**src/rtl/wb_master_pkg.sv**
```systemverilog
// Shared types and bus widths for the Wishbone command master.
// No logic; imported by the master and its sub-blocks.
// No backpressure; types only.
package wb_master_pkg;

    localparam int WB_ADR_W = 32;
    localparam int WB_DAT_W = 32;
    localparam int WB_SEL_W = 4;

    typedef enum logic [1:0] {
        IDLE = 2'd0,
        BUS  = 2'd1,
        RESP = 2'd2
    } state_t;

endpackage

```
**src/rtl/wb_timeout_ctr.sv**
```systemverilog
// Wait-state counter for one Wishbone cycle; expired flags the last allowed STB cycle.
// Latency: expired is combinational from the registered count.
// No backpressure; clr and en are driven by the master FSM.
module wb_timeout_ctr #(
    parameter int TIMEOUT = 255
) (
    input  logic clk,
    input  logic rst,
    input  logic clr,
    input  logic en,
    output logic expired
);

    localparam int CW = (TIMEOUT < 1) ? 1 : $clog2(TIMEOUT + 1);

    generate
        if (TIMEOUT == 0) begin : g_disabled
            assign expired = 1'b0;
        end else begin : g_enabled
            localparam logic [CW-1:0] LIMIT = CW'(TIMEOUT - 1);
            logic [CW-1:0] cnt;

            // Count stops at LIMIT so the equality compare can never be skipped.
            always_ff @(posedge clk) begin
                if (rst || clr) begin
                    cnt <= '0;
                end else if (en && !expired) begin
                    cnt <= cnt + CW'(1);
                end
            end

            assign expired = (cnt == LIMIT);
        end
    endgenerate

endmodule

```
**src/rtl/wb_cmd_master.sv**
```systemverilog
// Wishbone classic single-transfer initiator driven by a valid/ready command port.
// Latency: command handshake at edge N raises CYC/STB in cycle N+1; response one cycle after ACK or expiry.
// Backpressure: cmd_ready only in IDLE; a held response blocks new commands until rsp_ready.
module wb_cmd_master
    import wb_master_pkg::*;
#(
    parameter int TIMEOUT = 255,
    parameter int CNT_W   = 8
) (
    input  logic                wb_clk_i,
    input  logic                wb_rst_i,
    input  logic                cmd_valid,
    output logic                cmd_ready,
    input  logic                cmd_we,
    input  logic [WB_ADR_W-1:0] cmd_adr,
    input  logic [WB_DAT_W-1:0] cmd_dat,
    input  logic [WB_SEL_W-1:0] cmd_sel,
    output logic                rsp_valid,
    input  logic                rsp_ready,
    output logic [WB_DAT_W-1:0] rsp_dat,
    output logic                rsp_err,
    output logic                wbm_cyc_o,
    output logic                wbm_stb_o,
    output logic                wbm_we_o,
    output logic [WB_SEL_W-1:0] wbm_sel_o,
    output logic [WB_ADR_W-1:0] wbm_adr_o,
    output logic [WB_DAT_W-1:0] wbm_dat_o,
    input  logic [WB_DAT_W-1:0] wbm_dat_i,
    input  logic                wbm_ack_i,
    output logic                busy,
    output logic [CNT_W-1:0]    timeout_cnt
);

    state_t              state, state_nxt;
    logic                cyc_nxt, stb_nxt, we_nxt;
    logic [WB_SEL_W-1:0] sel_nxt;
    logic [WB_ADR_W-1:0] adr_nxt;
    logic [WB_DAT_W-1:0] dat_nxt;
    logic                rsp_valid_nxt, rsp_err_nxt;
    logic [WB_DAT_W-1:0] rsp_dat_nxt;
    logic [CNT_W-1:0]    tcnt_nxt;
    logic                tmr_clr, tmr_en, tmr_expired;

    wb_timeout_ctr #(.TIMEOUT(TIMEOUT)) u_timeout (
        .clk     (wb_clk_i),
        .rst     (wb_rst_i),
        .clr     (tmr_clr),
        .en      (tmr_en),
        .expired (tmr_expired)
    );

    assign cmd_ready = (state == IDLE);

    always_comb begin
        state_nxt     = state;
        cyc_nxt       = wbm_cyc_o;
        stb_nxt       = wbm_stb_o;
        we_nxt        = wbm_we_o;
        sel_nxt       = wbm_sel_o;
        adr_nxt       = wbm_adr_o;
        dat_nxt       = wbm_dat_o;
        rsp_valid_nxt = rsp_valid;
        rsp_dat_nxt   = rsp_dat;
        rsp_err_nxt   = rsp_err;
        tcnt_nxt      = timeout_cnt;
        tmr_clr       = 1'b0;
        tmr_en        = 1'b0;
        case (state)
            IDLE: begin
                if (cmd_valid) begin
                    we_nxt    = cmd_we;
                    sel_nxt   = cmd_sel;
                    adr_nxt   = cmd_adr;
                    dat_nxt   = cmd_dat;
                    cyc_nxt   = 1'b1;
                    stb_nxt   = 1'b1;
                    tmr_clr   = 1'b1;
                    state_nxt = BUS;
                end
            end
            BUS: begin
                // ACK takes priority over a coincident expiry.
                if (wbm_ack_i) begin
                    rsp_dat_nxt   = wbm_we_o ? '0 : wbm_dat_i;
                    rsp_err_nxt   = 1'b0;
                    rsp_valid_nxt = 1'b1;
                    cyc_nxt       = 1'b0;
                    stb_nxt       = 1'b0;
                    state_nxt     = RESP;
                end else if (tmr_expired) begin
                    rsp_dat_nxt   = '0;
                    rsp_err_nxt   = 1'b1;
                    rsp_valid_nxt = 1'b1;
                    cyc_nxt       = 1'b0;
                    stb_nxt       = 1'b0;
                    tcnt_nxt      = (&timeout_cnt) ? timeout_cnt : timeout_cnt + CNT_W'(1);
                    state_nxt     = RESP;
                end else begin
                    tmr_en = 1'b1;
                end
            end
            RESP: begin
                if (rsp_ready) begin
                    rsp_valid_nxt = 1'b0;
                    state_nxt     = IDLE;
                end
            end
            default: state_nxt = IDLE;
        endcase
    end

    always_ff @(posedge wb_clk_i) begin
        if (wb_rst_i) begin
            state       <= IDLE;
            wbm_cyc_o   <= 1'b0;
            wbm_stb_o   <= 1'b0;
            wbm_we_o    <= 1'b0;
            wbm_sel_o   <= '0;
            wbm_adr_o   <= '0;
            wbm_dat_o   <= '0;
            rsp_valid   <= 1'b0;
            rsp_dat     <= '0;
            rsp_err     <= 1'b0;
            timeout_cnt <= '0;
            busy        <= 1'b0;
        end else begin
            state       <= state_nxt;
            wbm_cyc_o   <= cyc_nxt;
            wbm_stb_o   <= stb_nxt;
            wbm_we_o    <= we_nxt;
            wbm_sel_o   <= sel_nxt;
            wbm_adr_o   <= adr_nxt;
            wbm_dat_o   <= dat_nxt;
            rsp_valid   <= rsp_valid_nxt;
            rsp_dat     <= rsp_dat_nxt;
            rsp_err     <= rsp_err_nxt;
            timeout_cnt <= tcnt_nxt;
            busy        <= (state_nxt != IDLE);
        end
    end

endmodule

```
**config.mk**
```make
export PLATFORM = sky130hd
export DESIGN_NAME = wb_cmd_master
export DESIGN_NICKNAME = d
export VERILOG_FILES = /design/src/rtl/wb_master_pkg.sv /design/src/rtl/wb_timeout_ctr.sv /design/src/rtl/wb_cmd_master.sv
export SDC_FILE = /design/constraint.sdc
export NUM_CORES = 1
export LEC_CHECK = 0
export ABC_AREA = 0
export CORE_MARGIN = 5
export CORE_UTILIZATION = 41
export CTS_CLUSTER_DIAMETER = 30
export DETAILED_ROUTE_END_ITERATION = 10
export PLACE_DENSITY = 0.87
export SYNTH_ARGS = -nofsm -noshare
export SYNTH_HDL_FRONTEND = slang
export SYNTH_SLANG_ARGS = --single-unit
```
**constraint.sdc**
```tcl
create_clock -name wb_clk_i -period 1.9 [get_ports wb_clk_i]
set_input_delay 0.38 -clock wb_clk_i [delete_from_list [all_inputs] [get_ports wb_clk_i]]
set_output_delay 0.38 -clock wb_clk_i [all_outputs]
set_load 0.02 [all_outputs]
```
# Word level (Yosys, flattened, before mapping)
# Cells that the tools add are included.
# Widths: inputs -> output; s select.
# totals
wordCells	58
register_bits	123
# classes
n_reduce_logical	14
n_bitwise	2
n_eq_ne	6
add_sub_neg	2
mux	22
# op_table
cell	count
$mux 32	3
$add 8x1->8 const B	2
$mux 1	12
$eq 8x8->1 const B	1
$mux 2	4
$reduce_and 8->1	1
$reduce_bool 2->1	4
$pmux 2 s3	1
$reduce_and 3->1	2
$ne 2x2->1 const B	2
$pmux 1 s2	2
$reduce_and 2->1	2
$reduce_and 4->1	1
$ne 3x2->1 const B	1
$eq 2x1->1 const B	1
$eq 2x2->1 const B	1
$logic_not 2->1	1
$not 1->1	2
$logic_and 1x1->1	1
$logic_not 1->1	1
$logic_or 1x1->1	1

# Logic depth before layout (Yosys ltp)
# Gate-level depths: netlist of the first run.
# logic_depth
word_depth	5
depth_mapped	7
mapped_depth_nobuf	6

# Cells and area by module
# A second synthesis of the first run with hierarchy kept.
# unflattened
cells_unflattened	561
hier_area_um2	4565.6
# modules_own_cells
module	cells_per_inst	area_per_inst_um2	seq_area_each_um2	instances
wb_cmd_master	510	4122.7	2302.2	1
wb_timeout_ctr	51	442.9	160.2	1

# Worst setup path after synthesis of the first run
# No wires, ideal clock.
# synth_path
path_type	register to register
startpoint	register state[1]
endpoint	register wbm_adr_o[10]
arrival_time_ps	1618
required_time_ps	1830
setup_time_ps	70
stages_incl_launch_ff	8
setup_slack_ps	211
synth_period_minus_slack_ps	1689
path_cell_list	dfxtp_1 > nor2_1 > and2_1 > clkbuf_1 > buf_2 > buf_2 > nand2_1 > a21oi_1
# synth_between
elab_chain_cells	2
# synth_lines
item	line	rtl
start, declared	wb_cmd_master.sv:34	state_t state, state_nxt;
start signal, assigned	wb_cmd_master.sv:127	state <= state_nxt;
$logic_not 2->1	-	
net cmd_ready	wb_cmd_master.sv:13	output logic cmd_ready,
$reduce_and 2->1 (no line)	-	
end signal, assigned	wb_cmd_master.sv:132	wbm_adr_o <= adr_nxt;
end, declared	wb_cmd_master.sv:26	output logic [WB_ADR_W-1:0] wbm_adr_o,
# The timed path passes the listed nets, and every way through them passes these cells.
# A chain may end at the register's enable or synchronous reset.

# Final worst setup path of the first run
# layout_path
startpoint	register wbm_adr_o[3]
endpoint	output wbm_adr_o[3]
# No word-level cell between the ends.

==> metrics.cfg, run 1 <==
[pwr]
cell_internal_pwr_w = 0.00546
combinationalPowerShare = 0.145
power.density_mw_per_mm2 = 947
switching_share = 0.239
switching_power_w = 0.00171
p_leak_nw = 2.95
seq_power_share = 0.387
share_clk_of_total_power = 0.468
irDropWorstVdd_uv = 538

[placement]
routabilityCongestion = 0.802
hpwl_mm = 10.4
placedCellCount = 898
post_dp_cell_area_mm2 = 0.00695
portBuffers = 220

[yosys]
synthCells = 564
synth.avg_cell_area_um2 = 8.09
syn-cell-area_mm2 = 0.00456
synth_top_flop_cell = dfxtp_1
yosysWarnings = 0
yosysUniqueCellTypes = 38
synth_seq_cells = 123
async_flop_share = 0
syn-num-nets = 673
synth-edff-count = 0
synth.yosys.seq_area_share = 0.540

[grt]
grt_antenna_before_repair = 0
grt_first_pass_wirelength_mm = 22.8
grt_max_degree = 82
grt_use_total = 0.216
grt.overflow.total = 0
first_global_vias = 4869

[timing]
timing.final.crit_period_ns = 1.85
worst-slew-pin-transition_ns = 0.474
hold_violations = 0
min_period_over_period = 0.976
setup_viol = 0
finClkSkew_ns = 0.00462
hold_ws_ns = 0.303
slew_headroom = 0.684
fmax_ghz = 0.539
finalMaxSlewViolations = 0
final.setup.tns_ns = 0

[run]
cap_violations = 0

[worst_setup_path]
worst_path_largest_cell_delay_ns = 0.63
critical_path.slowest_cell = clkdlybuf4s50_1
crit_fanout = 2
worstPathCellList = clkdlybuf4s50_1
critical_path_buf_inv_count = 1
critPathLaunch = wbm_adr_o[3]
setup.worst_path.class = reg2out
cp.arrival_ns = 1.47
timing.critical_path.to_type = primary output
crit-reg2reg-launch = u_timeout.g_enabled.cnt[0]
crit_path_start_kind = register
top_delay_family_on_crit_path = buffers and inverters
timing.critical_path.required_ns = 1.52

[finish]
insertedDiodeCount = 0
area_growth_syn_to_layout_pct = 66.2
finish.cell_count_without_fillers = 930
utilization = 0.696
nets = 886
layout_cell_share_with_drive_strength_beyond_1 = 0.0696
layout.cell_area.non_filler_mm2 = 0.00758

[min_path]
worst_hold_startpoint = wb_rst_i
worstHoldPathType = in2reg

[clocking]
cts_root_buf = clkbuf_8
worst_setup_hold_path_clk_slew_ns = 0.06
ctsHtreeMaxLevel = 4
worst_skew_pair.late_latency_ns = 0.50
number_of_buffers_added_by_the_clock_tree_synthesis_step = 17
post_cts.repair.setup_buffers = 0
max-clock-path-buffers = 2
clock-sinks = 123
cts_tree = built
postCtsHoldBufs = 0

[die]
initial_utilization = 0.419
die_y_extent_um = 115
design.die.area_mm2 = 0.0133
die_width_um = 115
io_pins = 221
placement_rows = 38
core_region_area_mm2 = 0.0109

[routing]
via_count = 4722
wl_mm = 14.8
drc = 0
antenna_violating_nets_post_route = 0
detail_route.iter0.violations = 277
detail_route.wl_per_cell_um = 15.9
drt-vias-per-instance = 5.08
drt-pass1-iter-count = 4

[run_status]
run_status = finished clean

[placed cells by master, fill, tap and decap left out, types with 2 or more instances in the layout]
cell,n
nor2b_1,2
nand2_1,175
nand2b_1,2
ha_1,3
clkdlybuf4s50_1,197
nand4_1,2
clkbuf_16,16
and4_1,4
or4_1,2
o31ai_1,3
dlymetal6s2s_1,8
clkbuf_1,2
o211ai_1,3
dfxtp_1,122
bufinv_16,4
a21oi_1,113
a31oi_1,3
buf_12,5
nor3b_4,2
buf_4,11
xor2_1,4
clkinvlp_4,4
o21ai_0,37
nor2_1,10
nand3_1,5
a211oi_1,3
and3_1,4
inv_1,4
or3_1,3
nand3b_1,2
clkbuf_8,4
dlygate4sd2_1,13
[per-stage QoR]
| stage | setup slack [ns] | power, W |
|---|---|---|
| 2_1_floorplan | 0.211 | 0.00328 |
| 3_3_place_gp | -0.0522 | 0.00385 |
| 3_5_place_dp | -0.0888 | 0.00388 |
| 4_1_cts | 0.00389 | 0.00725 |
| 5_1_grt | -0.0115 | 0.00744 |
| 6_report | 0.0453 | 0.00718 |
[flip-flops by register name, indices dropped and copies added, names as in the netlist, 2 cells and up]
signal,cells
u_timeout.g_enabled.cnt,8
wbm_dat_o,32
timeout_cnt,8
state,2
wbm_sel_o,4
rsp_dat,32
wbm_adr_o,32
[Yosys cell counts (4+ instances only)]
cell type,n,area [um^2]
clkbuf_1,34,128
nor2_1,10,37.5
and4_1,4,35.0
dfxtp_1,123,2460
xor2_1,4,35.0
and3_1,5,31.3
nand2_1,176,661
nand3_1,5,25.0
a21oi_1,114,571
inv_1,4,15.0
o21ai_0,37,185
buf_2,5,25.0
[power by group through the flow]
stage / logic (W) / registers, W / clock network [W]
4_1_cts: 0.00105 / 0.00278 / 0.00342
5_1_grt: 0.00111 / 0.00279 / 0.00353
3_5_place_dp: 0.00105 / 0.00283 / 0
3_3_place_gp: 0.00102 / 0.00282 / 0
6_report: 0.00104 / 0.00278 / 0.00336
2_1_floorplan: 0.000299 / 0.00298 / 0
[metal layers]
metal  up-vias  track usage  wire (um)
li1       2323            -          -
met1      2194        0.225       5380
met2       175        0.381       7760
met3        30       0.0809       1260
met4         0        0.106        375
met5         -            0          0
[cell type report]
| type | count | area (um^2) |
|---|---|---|
| clock buffer | 22 | 463 |
| clock inverter | 10 | 164 |
| fill | 828 | 3310 |
| inverter | 4 | 15.0 |
| multi-input combinational | 396 | 1930 |
| sequential | 123 | 2460 |
| tap | 140 | 175 |
| timing repair buffer | 235 | 2370 |
[worst paths after layout]
check	end	slack, ns	cells after the start
hold reg to reg	wbm_adr_o[29]	0.45	2
setup reg to reg	timeout_cnt[4]	0.13	6
hold / removal	timeout_cnt[5]	0.30	2
setup / recovery	wbm_adr_o[3]	0.05	1
[kinds of logic (layout without fill, tap and decap cells)]
| family | count (synthesis) | in the layout | synth area share |
|---|---|---|---|
| DFF | 123 | 123 | 0.540 |
| buffers and inverters | 45 | 271 | 0.0409 |
| and+or+nand+nor | 221 | 221 | 0.209 |
| AOI/OAI and AO/OA | 166 | 166 | 0.190 |
| adders and majority gates | 3 | 3 | 0.00823 |
| muxes | 1 | 1 | 0.00219 |
| xor gates and xnor gates | 5 | 5 | 0.00960 |
[what timing repair did]
action	4_1_cts	5_1_grt
hold endpoints to repair	0	0
gates resized for setup	15	11
endpoints found under the setup margin	15	11
Note: power is estimated with default switching activity, not from simulation.
==> run 2: changes to the inputs <==
MAX_ROUTING_LAYER = met4   (was unset)
SETUP_SLACK_MARGIN = 0.2   (was unset)
==> metrics.cfg, run 2 (synthesis gave the netlist of run 1 again) <==
[worst_setup_path]
ff2ff_setup_slack_ns = 0.24
critical_path.slowest_cell = or4_4
worst_path_largest_cell_delay_ns = 0.53
worstPathCellList = inv_2, ha_4, and3_4, nand3_4, or4_4, a21oi_2
reg2regPathDepth = 6
top_delay_family_on_crit_path = simple AND/OR/NAND/NOR gates
setup.worst_path.class = reg2reg
critical_path_buf_inv_count = 1
crit_fanout = 6
crit-reg2reg-launch = u_timeout.g_enabled.cnt[0]
r2r-end = timeout_cnt[4]
crit_path_start_kind = register
cp.arrival_ns = 2.09
timing.critical_path.to_type = register
timing.critical_path.required_ns = 2.33

[grt]
grt_use_total = 0.223
first_global_vias = 4881
grt_antenna_before_repair = 0
grt.overflow.total = 0
grt_max_degree = 82
grt_first_pass_wirelength_mm = 22.9

[routing]
drt-vias-per-instance = 5.14
antenna_violating_nets_post_route = 0
drt-pass1-iter-count = 4
detail_route.iter0.violations = 272
wl_mm = 14.9
detail_route.wl_per_cell_um = 16.0
via_count = 4800
drc = 0

[timing]
finClkSkew_ns = 0.00574
finalMaxSlewViolations = 0
final.setup.tns_ns = 0
setup_viol = 0
timing.final.crit_period_ns = 1.66
setup_repair_after_global_routing_missed_its_margin = no
min_period_over_period = 0.874
worst-slew-pin-transition_ns = 0.446
slew_headroom = 0.699
hold_violations = 0
fmax_ghz = 0.602

[pwr]
power.density_mw_per_mm2 = 946
switching_power_w = 0.00172
irDropWorstVdd_uv = 530
share_clk_of_total_power = 0.473
p_leak_nw = 3.24
combinationalPowerShare = 0.136
cell_internal_pwr_w = 0.00539
switching_share = 0.241
seq_power_share = 0.391

[placement]
post_dp_cell_area_mm2 = 0.00695
hpwl_mm = 10.4
portBuffers = 220
routabilityCongestion = 0.814

[clocking]
number_of_buffers_added_by_the_clock_tree_synthesis_step = 17
max-clock-path-buffers = 2
worst_setup_hold_path_clk_slew_ns = 0.06
cts_tree = built
worst_skew_pair.late_latency_ns = 0.50
cts_root_buf = clkbuf_8
ctsHtreeMaxLevel = 4
clock-sinks = 123
postCtsHoldBufs = 0

[finish]
most-common-layout-cells = nand2_1, dfxtp_1, a21oi_1
nets = 890
layout_top_registers = rsp_dat: 32 flops, wbm_adr_o: 32 flops, wbm_dat_o: 32 flops
insertedDiodeCount = 0
layout_cell_share_with_drive_strength_beyond_1 = 0.0932
layout.cell_area.non_filler_mm2 = 0.00751
n_fill_cell = 874
area_growth_syn_to_layout_pct = 64.6
mostFrequentLayoutCell = nand2_1

[min_path]
worstHoldPathType = in2reg
whs_endpoint = timeout_cnt[5]
timing.hold.worst_path_depth = 2
worst_hold_startpoint = wb_rst_i

[die]
die_width_um = 115
die_y_extent_um = 115
design.die.area_mm2 = 0.0133
initial_utilization = 0.419
core_region_area_mm2 = 0.0109
placement_rows = 38
io_pins = 221

[run]
cap_violations = 0

[run_status]
run_status = finished clean

-- run 2: changes by cell type in the layout (fill, tap and decap cells not counted), moves of 2 or more --
cell	previous run	this run
clkdlybuf4s50_1	197	104
a21oi_2	1	3
dlygate4sd2_1	13	108
or4_1	2	0
buf_4	11	15
dfxtp_2	1	3
dlymetal6s2s_1	8	0
a21oi_1	113	111
clkbuf_2	1	3
dfxtp_1	122	120
or4_4	0	2
clkdlybuf4s15_1	0	2
-- run 2: how the worst max path moves through the flow --
| stage | startpoint | endpoint | slack [ns] | cells after the start |
|---|---|---|---|---|
| CTS | u_timeout.g_enabled.cnt[0] | timeout_cnt[4] | 0.20 | 6 |
| floorplan | state[1] | wbm_adr_o[10] | 0.21 | 7 |
| global route | u_timeout.g_enabled.cnt[0] | timeout_cnt[4] | 0.18 | 6 |
| finish | u_timeout.g_enabled.cnt[0] | timeout_cnt[4] | 0.24 | 6 |
| detailed placement | wbm_ack_i | timeout_cnt[4] | -0.09 | 5 |
| global placement | wbm_ack_i | timeout_cnt[4] | -0.05 | 5 |
-- run 2: worst reg2reg max path, cell delays in order (launching register included) --
cell     delay (ns)
dfxtp_2        0.34
inv_2          0.08
ha_4           0.14
and3_4         0.23
nand3_4        0.11
or4_4          0.53
a21oi_2        0.16
-- run 2: layer usage --
layer | track usage | vias to the layer above | routed length [um]
met4 | 0.105 | 0 | 429
met5 | - | - | 0
li1 | - | 2330 | -
met1 | 0.236 | 2269 | 5670
met3 | 0.0642 | 36 | 998
met2 | 0.385 | 165 | 7830
-- run 2: final cells by class --
cell class,count,area [um^2],share of cell area
Tap cell,140,175,0.0233
Multi-Input combinational cell,396,1970,0.263
Timing Repair Buffer,239,2250,0.300
Clock inverter,10,164,0.0218
Sequential cell,123,2470,0.328
Inverter,4,15.0,0.00200
Clock buffer,22,463,0.0617
-- run 2: stage by stage --
step	worst slack (ns)	total power, W	hold slack (ns)	std cells	util
floorplan	0.211	0.00328	0.452	564	-
global route	0.177	0.00737	0.303	934	0.690
detailed placement	-0.0888	0.00388	0.446	898	0.639
global placement	-0.0522	0.00385	0.441	898	0.639
finish	0.239	0.00711	0.291	934	0.690
CTS	0.204	0.00717	0.281	930	0.685
-- run 2: repair_timing --
action | in CTS | in global routing
pin swaps | 0 | 2
gates resized for setup | 131 | 15
buffers inserted | 0 | 4
setup endpoints to repair | 120 | 29
-- run 2: power by group through the flow --
stage / combinational, W / sequential [W] / clock, W
after floorplan: 0.000299 / 0.00298 / 0
after global placement: 0.00102 / 0.00282 / 0
after detailed placement: 0.00105 / 0.00283 / 0
after CTS: 0.000968 / 0.00277 / 0.00342
after global routing: 0.00104 / 0.00279 / 0.00353
final: 0.000969 / 0.00278 / 0.00336
==> run 3: changes to the inputs <==
PLACE_DENSITY = 0.88   (was 0.87)
==> metrics.cfg, run 3 (synthesis gave the netlist of run 1 again) <==
[routing]
detail_route.iter0.violations = 233
antenna_violating_nets_post_route = 0
drc = 0
drt-pass1-iter-count = 4
via_count = 4817
drt-vias-per-instance = 5.17
detail_route.wl_per_cell_um = 16.3
wl_mm = 15.1

[pwr]
p_leak_nw = 3.20
cell_internal_pwr_w = 0.00515
seq_power_share = 0.404
switching_share = 0.250
share_clk_of_total_power = 0.454
combinationalPowerShare = 0.142
switching_power_w = 0.00172
power.density_mw_per_mm2 = 921
irDropWorstVdd_uv = 659
report.power.total_w = 0.00687

[timing]
slew_headroom = 0.762
finalMaxSlewViolations = 0
finClkSkew_ns = 0.00770
hold_violations = 0
fmax_ghz = 0.604
hold_ws_ns = 0.288
timing.final.crit_period_ns = 1.66
worst-slew-pin-transition_ns = 0.354
setup_viol = 0
setup_repair_after_global_routing_missed_its_margin = yes
min_period_over_period = 0.872

[clocking]
ctsHtreeMaxLevel = 4
cts_tree = built
cts_root_buf = clkbuf_8
worst_setup_hold_path_clk_slew_ns = 0.06
worst_skew_pair.late_latency_ns = 0.50
max-clock-path-buffers = 2
clock-sinks = 123
number_of_buffers_added_by_the_clock_tree_synthesis_step = 17

[run_status]
run_status = finished clean

[worst_setup_path]
timing.critical_path.to_type = primary output
crit_path_start_kind = register
timing.critical_path.required_ns = 1.52
worstPathCellList = clkdlybuf4s15_1
critical_path_buf_inv_count = 1
crit_fanout = 7
worst_path_largest_cell_delay_ns = 0.43
cp.arrival_ns = 1.28
critical_path.slowest_cell = dfxtp_1
setup.worst_path.class = reg2out
top_delay_family_on_crit_path = flip-flops

[finish]
layout_cell_share_with_drive_strength_beyond_1 = 0.0898
insertedDiodeCount = 0
utilization = 0.685
finish.cell_count_without_fillers = 931
layout_top_registers = rsp_dat: 32 flops, wbm_adr_o: 32 flops, wbm_dat_o: 32 flops
layout.cell_area.non_filler_mm2 = 0.00745
area_growth_syn_to_layout_pct = 63.5
nets = 887
mostFrequentLayoutCell = nand2_1
most-common-layout-cells = nand2_1, dfxtp_1, a21oi_1

[die]
initial_utilization = 0.419
design.die.area_mm2 = 0.0133
placement_rows = 38
io_pins = 221
core_region_area_mm2 = 0.0109
die_width_um = 115
die_y_extent_um = 115

[grt]
grt_max_degree = 57
grt_first_pass_wirelength_mm = 23.3
grt_antenna_before_repair = 0
first_global_vias = 4952
grt_use_total = 0.228
grt.overflow.total = 0

[placement]
portBuffers = 220
placedCellCount = 898
post_dp_cell_area_mm2 = 0.00695
hpwl_mm = 10.6
routabilityCongestion = 0.861

[run]
cap_violations = 0

[min_path]
worstHoldPathType = in2reg

==> run 3: changes by cell type in the layout (fill, tap and decap cells not counted), moves of 2 or more <==
cell,before,now
buf_4,15,11
bufinv_16,4,2
clkbuf_1,2,0
clkdlybuf4s15_1,2,4
clkinv_2,1,4
==> run 3: power groups by stage <==
stage,Combinational (W),Sequential [W],Clock [W]
4_1_cts,0.000971,0.00278,0.00317
3_5_place_dp,0.00105,0.00283,0
5_1_grt,0.00104,0.00279,0.00332
2_1_floorplan,0.000299,0.00298,0
6_report,0.000972,0.00278,0.00312
3_3_place_gp,0.00103,0.00282,0
==> run 3: layer usage <==
layer | GRT usage | routed length [um] | vias up | part of all wire
li1 | - | - | 2327 | -
met1 | 0.232 | 5500 | 2259 | 0.36
met2 | 0.407 | 8080 | 193 | 0.53
met3 | 0.0548 | 1030 | 38 | 0.068
met4 | 0.115 | 539 | 0 | 0.036
met5 | - | 0 | - | 0
==> run 3: per-stage QoR <==
stage | setup TNS [ns] | setup slack (ns)
2_1_floorplan | 0 | 0.211
3_3_place_gp | -0.0473 | -0.0270
3_5_place_dp | -0.294 | -0.0839
4_1_cts | 0 | 0.205
5_1_grt | 0 | 0.200
6_report | 0 | 0.243
==> run 3: path summary, 6_finish.rpt <==
kind,slack (ns),cells after the start,start,endpoint
worst max-delay path,0.24,1,timeout_cnt[3],timeout_cnt[3]
worst min-delay path,0.29,2,wb_rst_i,wbm_sel_o[2]
worst max register to register,0.25,4,timeout_cnt[0],timeout_cnt[4]
worst min register to register,0.45,2,wbm_adr_o[16],wbm_adr_o[16]
==> run 3: timing repair <==
item                       CTS  global route
setup buffers                0             1
resized for setup          131            15
gates cloned                 0             0
pin swaps                    1             5
setup endpoints to repair  148            39
hold buffers                 0             0
==> run 3: final cells by class <==
class                           instances  area (um^2)
Fill cell                             875         3430
Sequential cell                       123         2470
Timing Repair Buffer                  236         2240
Clock inverter                         11          118
Multi-Input combinational cell        396         1970
Inverter                                4         15.0
Clock buffer                           21          469
Tap cell                              140          175
